### src/rtl/alu_ctrl_decode_stage.sv
// RV32I decode stage for the ALU: turns an instruction into ALU select, immediate,
// register indices and flags, held in an output register behind a valid/ready handshake.
module alu_ctrl_decode_stage #(
    parameter int CNT_W = 8
) (
    input  logic             clk,
    input  logic             rst_n,
    input  logic             flush,
    input  logic             in_valid,
    output logic             in_ready,
    input  logic [31:0]      in_instr,
    input  logic [31:0]      in_pc,
    output logic             out_valid,
    input  logic             out_ready,
    output logic [31:0]      out_pc,
    output logic [4:0]       alu_sel,
    output logic [31:0]      imm,
    output logic [4:0]       rs1,
    output logic [4:0]       rs2,
    output logic [4:0]       rd,
    output logic             src2_imm,
    output logic             reg_we,
    output logic             illegal,
    output logic [CNT_W-1:0] illegal_cnt
);
    localparam logic [6:0] OPC_OPIMM = 7'b0010011;
    localparam logic [6:0] OPC_OP    = 7'b0110011;
    localparam logic [6:0] OPC_LUI   = 7'b0110111;
    localparam logic [6:0] F7_ZERO   = 7'b0000000;
    localparam logic [6:0] F7_ALT    = 7'b0100000;
    localparam logic [4:0] SEL_ILL   = 5'd31;

    logic [6:0]  w_opc;
    logic [2:0]  w_f3;
    logic [6:0]  w_f7;
    logic [4:0]  w_rd;
    logic [4:0]  w_alu;
    logic [31:0] w_imm;
    logic        w_s2;
    logic        w_ill;
    logic        w_in_ready;
    logic        w_accept;

    assign w_opc = in_instr[6:0];
    assign w_f3  = in_instr[14:12];
    assign w_f7  = in_instr[31:25];
    assign w_rd  = in_instr[11:7];

    // Start from the illegal encoding and only override on a recognised pattern.
    always_comb begin
        w_alu = SEL_ILL;
        w_imm = 32'd0;
        w_s2  = 1'b0;
        w_ill = 1'b1;
        case (w_opc)
            OPC_OPIMM: begin
                w_ill = 1'b0;
                w_s2  = 1'b1;
                w_imm = {{20{in_instr[31]}}, in_instr[31:20]};
                case (w_f3)
                    3'b000: w_alu = 5'd0;
                    3'b010: w_alu = 5'd1;
                    3'b011: w_alu = 5'd2;
                    3'b100: w_alu = 5'd3;
                    3'b110: w_alu = 5'd4;
                    3'b111: w_alu = 5'd5;
                    3'b001: begin
                        w_imm = {27'd0, in_instr[24:20]};
                        if (w_f7 == F7_ZERO) w_alu = 5'd6;
                        else                 w_ill = 1'b1;
                    end
                    default: begin
                        w_imm = {27'd0, in_instr[24:20]};
                        if      (w_f7 == F7_ZERO) w_alu = 5'd7;
                        else if (w_f7 == F7_ALT)  w_alu = 5'd8;
                        else                      w_ill = 1'b1;
                    end
                endcase
            end
            OPC_OP: begin
                w_ill = 1'b0;
                if (w_f7 == F7_ZERO) begin
                    case (w_f3)
                        3'b000:  w_alu = 5'd9;
                        3'b001:  w_alu = 5'd11;
                        3'b010:  w_alu = 5'd12;
                        3'b011:  w_alu = 5'd13;
                        3'b100:  w_alu = 5'd14;
                        3'b101:  w_alu = 5'd15;
                        3'b110:  w_alu = 5'd17;
                        default: w_alu = 5'd18;
                    endcase
                end else if (w_f7 == F7_ALT && w_f3 == 3'b000) begin
                    w_alu = 5'd10;
                end else if (w_f7 == F7_ALT && w_f3 == 3'b101) begin
                    w_alu = 5'd16;
                end else begin
                    w_ill = 1'b1;
                end
            end
            OPC_LUI: begin
                w_ill = 1'b0;
                w_s2  = 1'b1;
                w_alu = 5'd19;
                w_imm = {in_instr[31:12], 12'd0};
            end
            default: ;
        endcase
        // An illegal result must not leak partial decode from the case above.
        if (w_ill) begin
            w_alu = SEL_ILL;
            w_imm = 32'd0;
            w_s2  = 1'b0;
        end
    end

    assign w_in_ready = !flush && (!out_valid || out_ready);
    assign w_accept   = in_valid && w_in_ready;
    assign in_ready   = w_in_ready;

    logic             r_valid;
    logic [31:0]      r_pc;
    logic [4:0]       r_alu;
    logic [31:0]      r_imm;
    logic [4:0]       r_rs1;
    logic [4:0]       r_rs2;
    logic [4:0]       r_rd;
    logic             r_s2;
    logic             r_we;
    logic             r_ill;
    logic [CNT_W-1:0] r_cnt;

    always_ff @(posedge clk or negedge rst_n) begin
        if (!rst_n) begin
            r_valid <= 1'b0;
            r_pc    <= 32'd0;
            r_alu   <= 5'd0;
            r_imm   <= 32'd0;
            r_rs1   <= 5'd0;
            r_rs2   <= 5'd0;
            r_rd    <= 5'd0;
            r_s2    <= 1'b0;
            r_we    <= 1'b0;
            r_ill   <= 1'b0;
            r_cnt   <= '0;
        end else if (flush) begin
            r_valid <= 1'b0;
        end else if (w_accept) begin
            r_valid <= 1'b1;
            r_pc    <= in_pc;
            r_alu   <= w_alu;
            r_imm   <= w_imm;
            r_rs1   <= in_instr[19:15];
            r_rs2   <= in_instr[24:20];
            r_rd    <= w_rd;
            r_s2    <= w_s2;
            r_we    <= !w_ill && (w_rd != 5'd0);
            r_ill   <= w_ill;
            if (w_ill && (r_cnt != {CNT_W{1'b1}})) r_cnt <= r_cnt + CNT_W'(1);
        end else if (out_ready) begin
            r_valid <= 1'b0;
        end
    end

    assign out_valid   = r_valid;
    assign out_pc      = r_pc;
    assign alu_sel     = r_alu;
    assign imm         = r_imm;
    assign rs1         = r_rs1;
    assign rs2         = r_rs2;
    assign rd          = r_rd;
    assign src2_imm    = r_s2;
    assign reg_we      = r_we;
    assign illegal     = r_ill;
    assign illegal_cnt = r_cnt;

endmodule

### config.mk
export PLATFORM = sky130hd
export DESIGN_NAME = alu_ctrl_decode_stage
export DESIGN_NICKNAME = d
export VERILOG_FILES = /design/src/rtl/alu_ctrl_decode_stage.sv
export SDC_FILE = /design/constraint.sdc
export NUM_CORES = 1
export LEC_CHECK = 0
export BUFFER_PORTS_ARGS = -buffer_cell sky130_fd_sc_hd__buf_2
export CAP_MARGIN = 20
export CORE_MARGIN = 2
export CORE_UTILIZATION = 46
export CTS_BUF_LIST = sky130_fd_sc_hd__clkbuf_16
export CTS_CLUSTER_DIAMETER = 30
export DETAILED_ROUTE_END_ITERATION = 12
export GPL_TIMING_DRIVEN = 0
export HOLD_SLACK_MARGIN = 0.08
export PLACE_DENSITY = 0.76
export SYNTH_ARGS = -nofsm -noshare
export SYNTH_HDL_FRONTEND = slang
export SYNTH_SLANG_ARGS = --single-unit
### constraint.sdc
create_clock -name clk -period 3.7 [get_ports clk]
set_input_delay 0.185 -clock clk [delete_from_list [all_inputs] [get_ports clk]]
set_output_delay 0.185 -clock clk [all_outputs]
set_load 0.005 [all_outputs]
## After elaboration in Yosys (flattened, before gate mapping)

Index checks and enable logic that the tools add are counted.

- Register bits: 96
- Input bits: 69
- Output and inout port bits: 97
- Logic and storage cells: 69

- Add/sub/neg operators: 1
- Eq/ne operators: 12
- Multiplexer cells: 26
- Bitwise gates (word level): 1
- Reductions and logical operators: 18

Operator list:

| cell | count |
|---|---|
| 5-bit one-hot mux with 7 select lines | 2 |
| 32-bit 2-to-1 mux | 2 |
| 32-bit one-hot mux with 2 select lines | 1 |
| 5-bit 2-to-1 mux | 6 |
| 7-bit by 6-bit equality test with 1-bit output, second input constant | 3 |
| 5-bit one-hot mux with 3 select lines | 1 |
| 3-bit equality test, second input constant | 4 |
| 1-bit 2-to-1 mux | 11 |
| 8-bit by 1-bit adder with 8-bit output, second input constant | 1 |
| 8-bit != test, second input constant | 1 |
| 7-bit by 5-bit equality test with 1-bit output, second input constant | 1 |
| 7-bit zero test | 1 |
| 3-bit by 2-bit equality test with 1-bit output, second input constant | 2 |
| 1-bit logical AND | 6 |
| 6-bit OR reduction | 1 |
| 5-bit nonzero test | 1 |
| 4-bit 2-to-1 mux | 1 |
| 3-bit by 1-bit equality test with 1-bit output, second input constant | 1 |
| 1-bit zero test | 3 |
| 3-bit zero test | 1 |
| 1-bit one-hot mux with 3 select lines | 1 |
| 3-bit AND reduction | 1 |
| 3-bit nonzero test | 1 |
| 1-bit one-hot mux with 2 select lines | 1 |
| other kinds (4) | 4 |

## Depth between registers and ports, before layout

Gate-level depths: netlist of run 1.

- Depth after elaboration: 8
- Gate-level depth with buffers: 7
- Mapped depth without buffers: 5

## Least setup slack after synthesis of run 1

Ideal clock, no wire load.

- Path kind: flip-flop to flip-flop
- Start point: register r_valid (netlist: out_valid)
- End point: register r_imm[20] (netlist: imm[20])
- Arrival: 1600 ps
- Path slack: 1985 ps
- Stages on the path, launching flop included: 7
- Period minus slack after synthesis: 1715 ps
- Cells stage by stage: dfrtp_1 nand2b_1 nand3_1 nor4b_2 nand2_1 clkbuf_1 o311ai_0

- Cells in the longest elaborated chain, start to end: 5

RTL lines:

| element | line | text |
|---|---|---|
| start, declared | 121 | `logic r_valid;` |
| start signal, assigned | 135 | `r_valid <= 1'b0;` |
| start signal, assigned | 147 | `r_valid <= 1'b0;` |
| start signal, assigned | 149 | `r_valid <= 1'b1;` |
| 1-bit zero test | 117 | `assign w_in_ready = !flush && (!out_valid \|\| out_ready);` |
| 1-bit logical OR | 117 |  |
| 1-bit logical AND | 117 |  |
| 1-bit logical AND | 118 | `assign w_accept = in_valid && w_in_ready;` |
| 2-bit AND reduction (no source line) | - |  |
| end signal, assigned | 152 | `r_imm <= w_imm;` |
| end, declared | 124 | `logic [31:0] r_imm;` |

Every way passes these cells.
A chain may end at the register's enable or synchronous reset.

## Worst setup path in the final report of run 1

- Start point: input flush
- End point: register r_imm[23] (netlist: imm[23])

- Cells in the longest elaborated chain, start to end: 4
- Elaborated cells between the ends (all ways): 5

RTL lines:

| element | line | text |
|---|---|---|
| start, declared | 8 | `input logic flush,` |
| 1-bit zero test | 117 |  |
| 1-bit logical AND | 117 |  |
| 1-bit logical AND | 118 |  |
| 2-bit AND reduction (no source line) * | - |  |

Mark *: on every way between the ends. The rest lies on a longest branch, timed or not.

==> results of run 1 <==
-- flip-flops by register name (all words and copies together), names as in the netlist --
signal and cells:
reg_we 1, rd 5, illegal_cnt 8, rs2 5, out_valid 1, imm 32, alu_sel 5, src2_imm 1
rs1 5, illegal 1, out_pc 32
-- layer usage --
metal | global-route usage | wire length [µm] | vias up
met4 | 0.110 | 444 | 0
met5 | 0 | 0 | -
met1 | 0.342 | 5210 | 1953
li1 | - | - | 1950
met3 | 0.0379 | 626 | 37
met2 | 0.421 | 5940 | 161
-- logic make-up (layout without fill, tap and decap cells) --
| group | count (synthesis) | after routing | synth area share |
|---|---|---|---|
| AOI/OAI and AO/OA | 52 | 52 | 0.0944 |
| buffers and inverters | 30 | 253 | 0.0281 |
| DFF | 96 | 96 | 0.574 |
| and+or+nand+nor | 262 | 262 | 0.276 |
| muxes | 1 | 1 | 0.00359 |
| adders and majority gates | 1 | 1 | 0.00299 |
| xor gates and xnor gates | 10 | 10 | 0.0209 |
-- synth_stat cells, drive strengths merged (2+ instances only) --
cell type,instances,share of area
nand2,180,0.16
dfrtp,96,0.57
nand3,38,0.045
clkbuf,21,0.019
o21ai,13,0.016
nor2,12,0.012
a21oi,9,0.012
xor2,7,0.015
a22o,6,0.013
and3,5,0.0078
buf,5,0.0057
nor3,5,0.0087
nor4,5,0.011
o311ai,5,0.010
inv,4,0.0036
and2,3,0.0045
nor4b,3,0.0078
xnor2,3,0.0063
a311oi,2,0.0099
a31o,2,0.0042
nand2b,2,0.0030
nand4,2,0.0030
nor2b,2,0.0030
o211ai,2,0.0036
o22a,2,0.0042
o22ai,2,0.0030
o32a,2,0.0048
or2,2,0.0030
-- worst paths after layout --
kind / startpoint / slack (ns) / endpoint / cells after the start
min reg2reg: rs1[0]$_DFFE_PN0P_ / 0.47 / rs1[0]$_DFFE_PN0P_ / 2
max: flush / 1.40 / imm[23]$_DFFE_PN0P_ / 8
max in group asynchronous: rst_n / 2.71 / out_pc[6]$_DFFE_PN0P_ / 3
max reg2reg: out_valid$_DFFE_PN0P_ / 1.49 / imm[23]$_DFFE_PN0P_ / 6
min: in_instr[19] / 0.09 / rs1[4]$_DFFE_PN0P_ / 3
min in group asynchronous: rst_n / 0.34 / illegal_cnt[0]$_DFFE_PN0P_ / 2
-- metrics by stage --
step / power [mW] / instances
after floorplan: 1.45 / 452
after global placement: 1.67 / 723
after detailed placement: 1.69 / 724
after CTS: 2.66 / 783
after global routing: 2.77 / 783
final: 2.64 / 783
-- layout by cell type (no fill, tap or decap), types with 2 or more instances in the layout --
cell,n
a21oi_1,8
dfrtp_1,96
o21ai_0,13
nor2_2,2
dlygate4sd3_1,43
nor4b_1,2
nand4_1,2
and3_1,4
o22ai_1,2
nor2b_1,2
nand2_1,180
nand2b_1,2
nor3_1,4
nor2_1,10
xor2_1,7
nand3_1,38
buf_2,163
clkinvlp_4,2
clkbuf_1,21
xnor2_1,3
a31o_2,2
clkbuf_16,9
o22a_1,2
buf_4,2
o32a_1,2
or2_2,2
a22o_1,5
buf_1,3
inv_1,5
and2_1,2
o311ai_0,5
nor4_1,4
o211ai_1,2
-- power by group through the flow --
| stage | clock, mW | sequential (mW) | combinational [mW] |
|---|---|---|---|
| 6_report | 0.929 | 1.25 | 0.465 |
| 5_1_grt | 0.987 | 1.26 | 0.518 |
| 4_1_cts | 0.947 | 1.25 | 0.465 |
| 3_5_place_dp | 0 | 1.27 | 0.429 |
| 3_3_place_gp | 0 | 1.26 | 0.414 |
| 2_1_floorplan | 0 | 1.27 | 0.179 |
-- final cells by class --
| type | count | share of cell area |
|---|---|---|
| Clock buffer | 9 | 0.0381 |
| Tap cell | 108 | 0.0229 |
| Buffer | 26 | 0.0174 |
| Multi-Input combinational cell | 326 | 0.282 |
| Inverter | 4 | 0.00254 |
| Timing Repair Buffer | 207 | 0.216 |
| Clock inverter | 7 | 0.0140 |
| Sequential cell | 96 | 0.407 |
-- worst max-delay path: stages --
cell and delay (ns):
dlygate4sd3_1 0.53, buf_2 0.13, inv_1 0.06, nand3_1 0.28, nor4b_2 0.73, nand2_1 0.15
clkbuf_1 0.26, o311ai_0 0.17
==> impl_metrics.json, run 1 <==
{
  "clock.fmax_ghz": 0.435,
  "status": "finished clean",
  "clock_path_buffers": 2,
  "cts-root-buf": "clkbuf_16",
  "multi_input_area_mm2": 0.00167,
  "hold_violations": 0,
  "swShare": 0.274,
  "drc": 0,
  "layout.nets": 740,
  "finalWirelength_um": 12200,
  "synth_nets": 522,
  "via_per_inst": 5.24,
  "intPower_mw": 1.92,
  "overflow": 0,
  "seq_area_frac_synth": 0.574,
  "syn-cell-area_mm2": 0.00419,
  "postSynthCellCount": 452,
  "cts.reportedPaths.clkPinSlew_ns": 0.07,
  "ys_seq_elements": 96,
  "setup_slack_ns": 1.40,
  "worstSkewPairLatency_ns": 0.33,
  "hold_path_class": "input port to register",
  "initial_utilization": 0.478,
  "seq_area_mm2": 0.00240,
  "seqPwrFrac": 0.473,
  "ant_nets": 0,
  "arrival_ns": 2.51,
  "drv_slew": 0,
  "period_needed_ns": 2.30,
  "rsz0062_at_grt": "no",
  "power_density_mw_per_mm2": 448,
  "grt_pass1_wl_um": 20200,
  "drive_gt1_frac": 0.290,
  "cts_sinks": 96,
  "syn_to_final_growth_pct": 41.1,
  "post_dp_cell_area_mm2": 0.00517,
  "utilization": 0.674,
  "crit_type": "input port to register",
  "critPathMaxFanout": 10,
  "holdBufCountCts": 43,
  "grt_max_degree": 71,
  "ys.flop_type": "dfrtp_1",
  "irDropWorstVdd_mv": 0.298,
  "grt_pass1_vias": 4100,
  "port_buffers": 163,
  "tns_ns": 0,
  "antenna_found_initial": 0,
  "cp-end-kind": "register",
  "drtIter0Drc": 190,
  "cts_tree": "done",
  "final_cell_area_mm2": 0.00591,
  "synth-edff-count": 0,
  "dr.pass1.iters": 5,
  "maxCapViolations": 0,
  "synth_cell_type_count": 51,
  "n_fill_cell": 701,
  "rows": 34,
  "die_y_um": 99.4,
  "pin_count": 166,
  "htreeDepth": 3,
  "pre_cts_slack_ns": 1.47,
  "worst_clock_skew_ns": 0.00784,
  "relSlewSlack": 0.554,
  "synth_area_per_cell_um2": 9.26,
  "p_comb_frac": 0.176,
  "place_hpwl_um": 8650,
  "hold_slack_ns": 0.0942,
  "cts_buffers": 9,
  "design.die.area_mm2": 0.00988,
  "vias": 4101,
  "diodes": 0,
  "cp-start-kind": "input port",
  "die_w_um": 99.4,
  "yosys_warnings": 0,
  "clock_power_share": 0.351,
  "setup_viol": 0,
  "core_area_mm2": 0.00876,
  "gp_congestion": 0.864,
  "wl_per_cell_um": 15.6,
  "required_ns": 3.91,
  "async_reset_ff_frac": 1.00,
  "p_switching_mw": 0.724,
  "p_leak_nw": 3.15,
  "cts_resized": 0,
  "gr-usage-all-layers": 0.256,
  "fin_crit_sh": 0.621,
  "postCtsSetupBuffers": 0,
  "worst_pin_slew_ns": 0.667
}
Power figures use the tool's default switching activity.
==> run 2: changes to the inputs <==
==> constraint.sdc (replaced) <==
create_clock -name clk -period 2.2 [get_ports clk]
set_input_delay 0.11 -clock clk [delete_from_list [all_inputs] [get_ports clk]]
set_output_delay 0.11 -clock clk [all_outputs]
set_load 0.005 [all_outputs]
==> impl_metrics.json, run 2 (synthesized netlist as in run 1, its figures left out) <==
{
  "status": "finished clean",
  "wl_per_cell_um": 15.7,
  "syn_to_final_growth_pct": 44.9,
  "htreeDepth": 3,
  "diodes": 0,
  "multi_input_area_mm2": 0.00168,
  "antenna_found_initial": 0,
  "place_inst": 724,
  "design.die.area_mm2": 0.00988,
  "post_dp_cell_area_mm2": 0.00517,
  "worst_pin_slew_ns": 0.580,
  "port_buffers": 163,
  "maxCapViolations": 0,
  "critPathMaxFanout": 9,
  "clock_path_buffers": 2,
  "final_common_cell": "nand2_1",
  "p_leak_nw": 3.22,
  "power_mw": 4.47,
  "pre_cts_slack_ns": -0.0313,
  "hold_violations": 0,
  "cts_sinks": 96,
  "setup_slack_ns": 0.136,
  "grt_max_degree": 71,
  "overflow": 0,
  "cp-start-kind": "input port",
  "vias": 4183,
  "grt_pass1_vias": 4206,
  "initial_utilization": 0.478,
  "drc": 0,
  "rows": 34,
  "die_y_um": 99.4,
  "pin_count": 166,
  "relSlewSlack": 0.614,
  "place_hpwl_um": 8650,
  "timing.rr.start": "out_valid$_DFFE_PN0P_",
  "cts_buffers": 9,
  "arrival_ns": 2.29,
  "cts_tree": "done",
  "core_area_mm2": 0.00876,
  "worst_clock_skew_ns": 0.00849,
  "dr.pass1.iters": 5,
  "required_ns": 2.42,
  "cts-root-buf": "clkbuf_16",
  "final_cell_mix": "180 x nand2_1, 163 x buf_2, 96 x dfrtp_1",
  "drive_gt1_frac": 0.288,
  "worstSkewPairLatency_ns": 0.33,
  "drtIter0Drc": 164,
  "rsz0062_at_grt": "no",
  "seq_area_mm2": 0.00240,
  "hold_path_class": "input port to register",
  "n_fill_cell": 677,
  "die_w_um": 99.4,
  "drv_slew": 0,
  "critPathLaunch": "in_instr[25]",
  "hold_start": "in_instr[2]",
  "gr-usage-all-layers": 0.262,
  "fin_crit_sh": 0.938,
  "ant_nets": 0,
  "cp-end-kind": "register",
  "via_per_inst": 5.24,
  "period_needed_ns": 2.06,
  "hold_slack_ns": 0.197,
  "finalWirelength_um": 12500,
  "final_cell_area_mm2": 0.00607,
  "layout.nets": 755,
  "gp_congestion": 0.864,
  "setup_viol": 0,
  "irDropWorstVdd_mv": 0.501,
  "cts.reportedPaths.clkPinSlew_ns": 0.07,
  "stdcell_count": 798,
  "clock.fmax_ghz": 0.484,
  "power_density_mw_per_mm2": 737,
  "grt_pass1_wl_um": 20600,
  "crit_type": "input port to register"
}
==> run 2: changes by cell type in the layout (fill, tap and decap cells not counted), sizes merged <==
cell | previous run | this run
buf | 169 | 171
dlygate4sd3 | 43 | 56
==> run 2: report_power, final <==
part | total (mW) | leakage (nW) | switching, mW | internal, mW
sequential | 2.10 | 1.23 | 0.143 | 1.96
clock | 1.56 | 0.146 | 0.670 | 0.892
combinational | 0.803 | 1.85 | 0.412 | 0.392
==> run 2: layout make-up <==
| type | instances | share of cell area |
|---|---|---|
| Buffer | 26 | 0.0171 |
| Clock buffer | 9 | 0.0371 |
| Clock inverter | 7 | 0.0136 |
| Inverter | 4 | 0.00248 |
| Multi-Input combinational cell | 326 | 0.277 |
| Sequential cell | 96 | 0.396 |
| Tap cell | 108 | 0.0223 |
| Timing Repair Buffer | 222 | 0.234 |
==> run 2: final timing paths <==
kind                                              endpoint  slack [ns]  depth (start not counted)
worst max-delay path            illegal_cnt[1]$_DFFE_PN0P_        0.14                          7
worst min-delay path                  src2_imm$_DFFE_PN0P_        0.20                          3
worst max register to register      out_pc[25]$_DFFE_PN0P_        0.22                          6
worst min register to register          rs1[0]$_DFFE_PN0P_        0.47                          2
min in group asynchronous       illegal_cnt[0]$_DFFE_PN0P_        0.26                          2
max in group asynchronous              imm[30]$_DFFE_PN0P_        1.29                          3
==> run 2: stage by stage <==
step	utilization	setup TNS, ns
detailed placement	0.590	-0.0663
floorplan	-	0
CTS	0.690	0
global placement	0.586	0
global route	0.692	0
finish	0.692	0
==> run 2: layer usage <==
layer | global-route usage | routed length (µm) | vias up | part of all wire
met5 | 0 | 0 | - | 0
met2 | 0.438 | 6120 | 172 | 0.49
met3 | 0.0394 | 711 | 39 | 0.057
met4 | 0.110 | 460 | 0 | 0.037
met1 | 0.342 | 5250 | 1987 | 0.42
li1 | - | - | 1985 | -
==> run 2: worst max-delay path, stage by stage <==
cell	delay [ns]
dlygate4sd3_1	0.53
buf_2	0.15
nor4_4	0.47
a21oi_2	0.13
a311oi_4	0.51
nor3_4	0.08
mux2_4	0.31
==> run 2: repair_timing <==
item,CTS,global route
hold endpoints to repair,85,0
gates resized for setup,1,3
hold buffers,56,0
buffers inserted,0,2
pin swaps,0,2
setup endpoints to repair,4,43
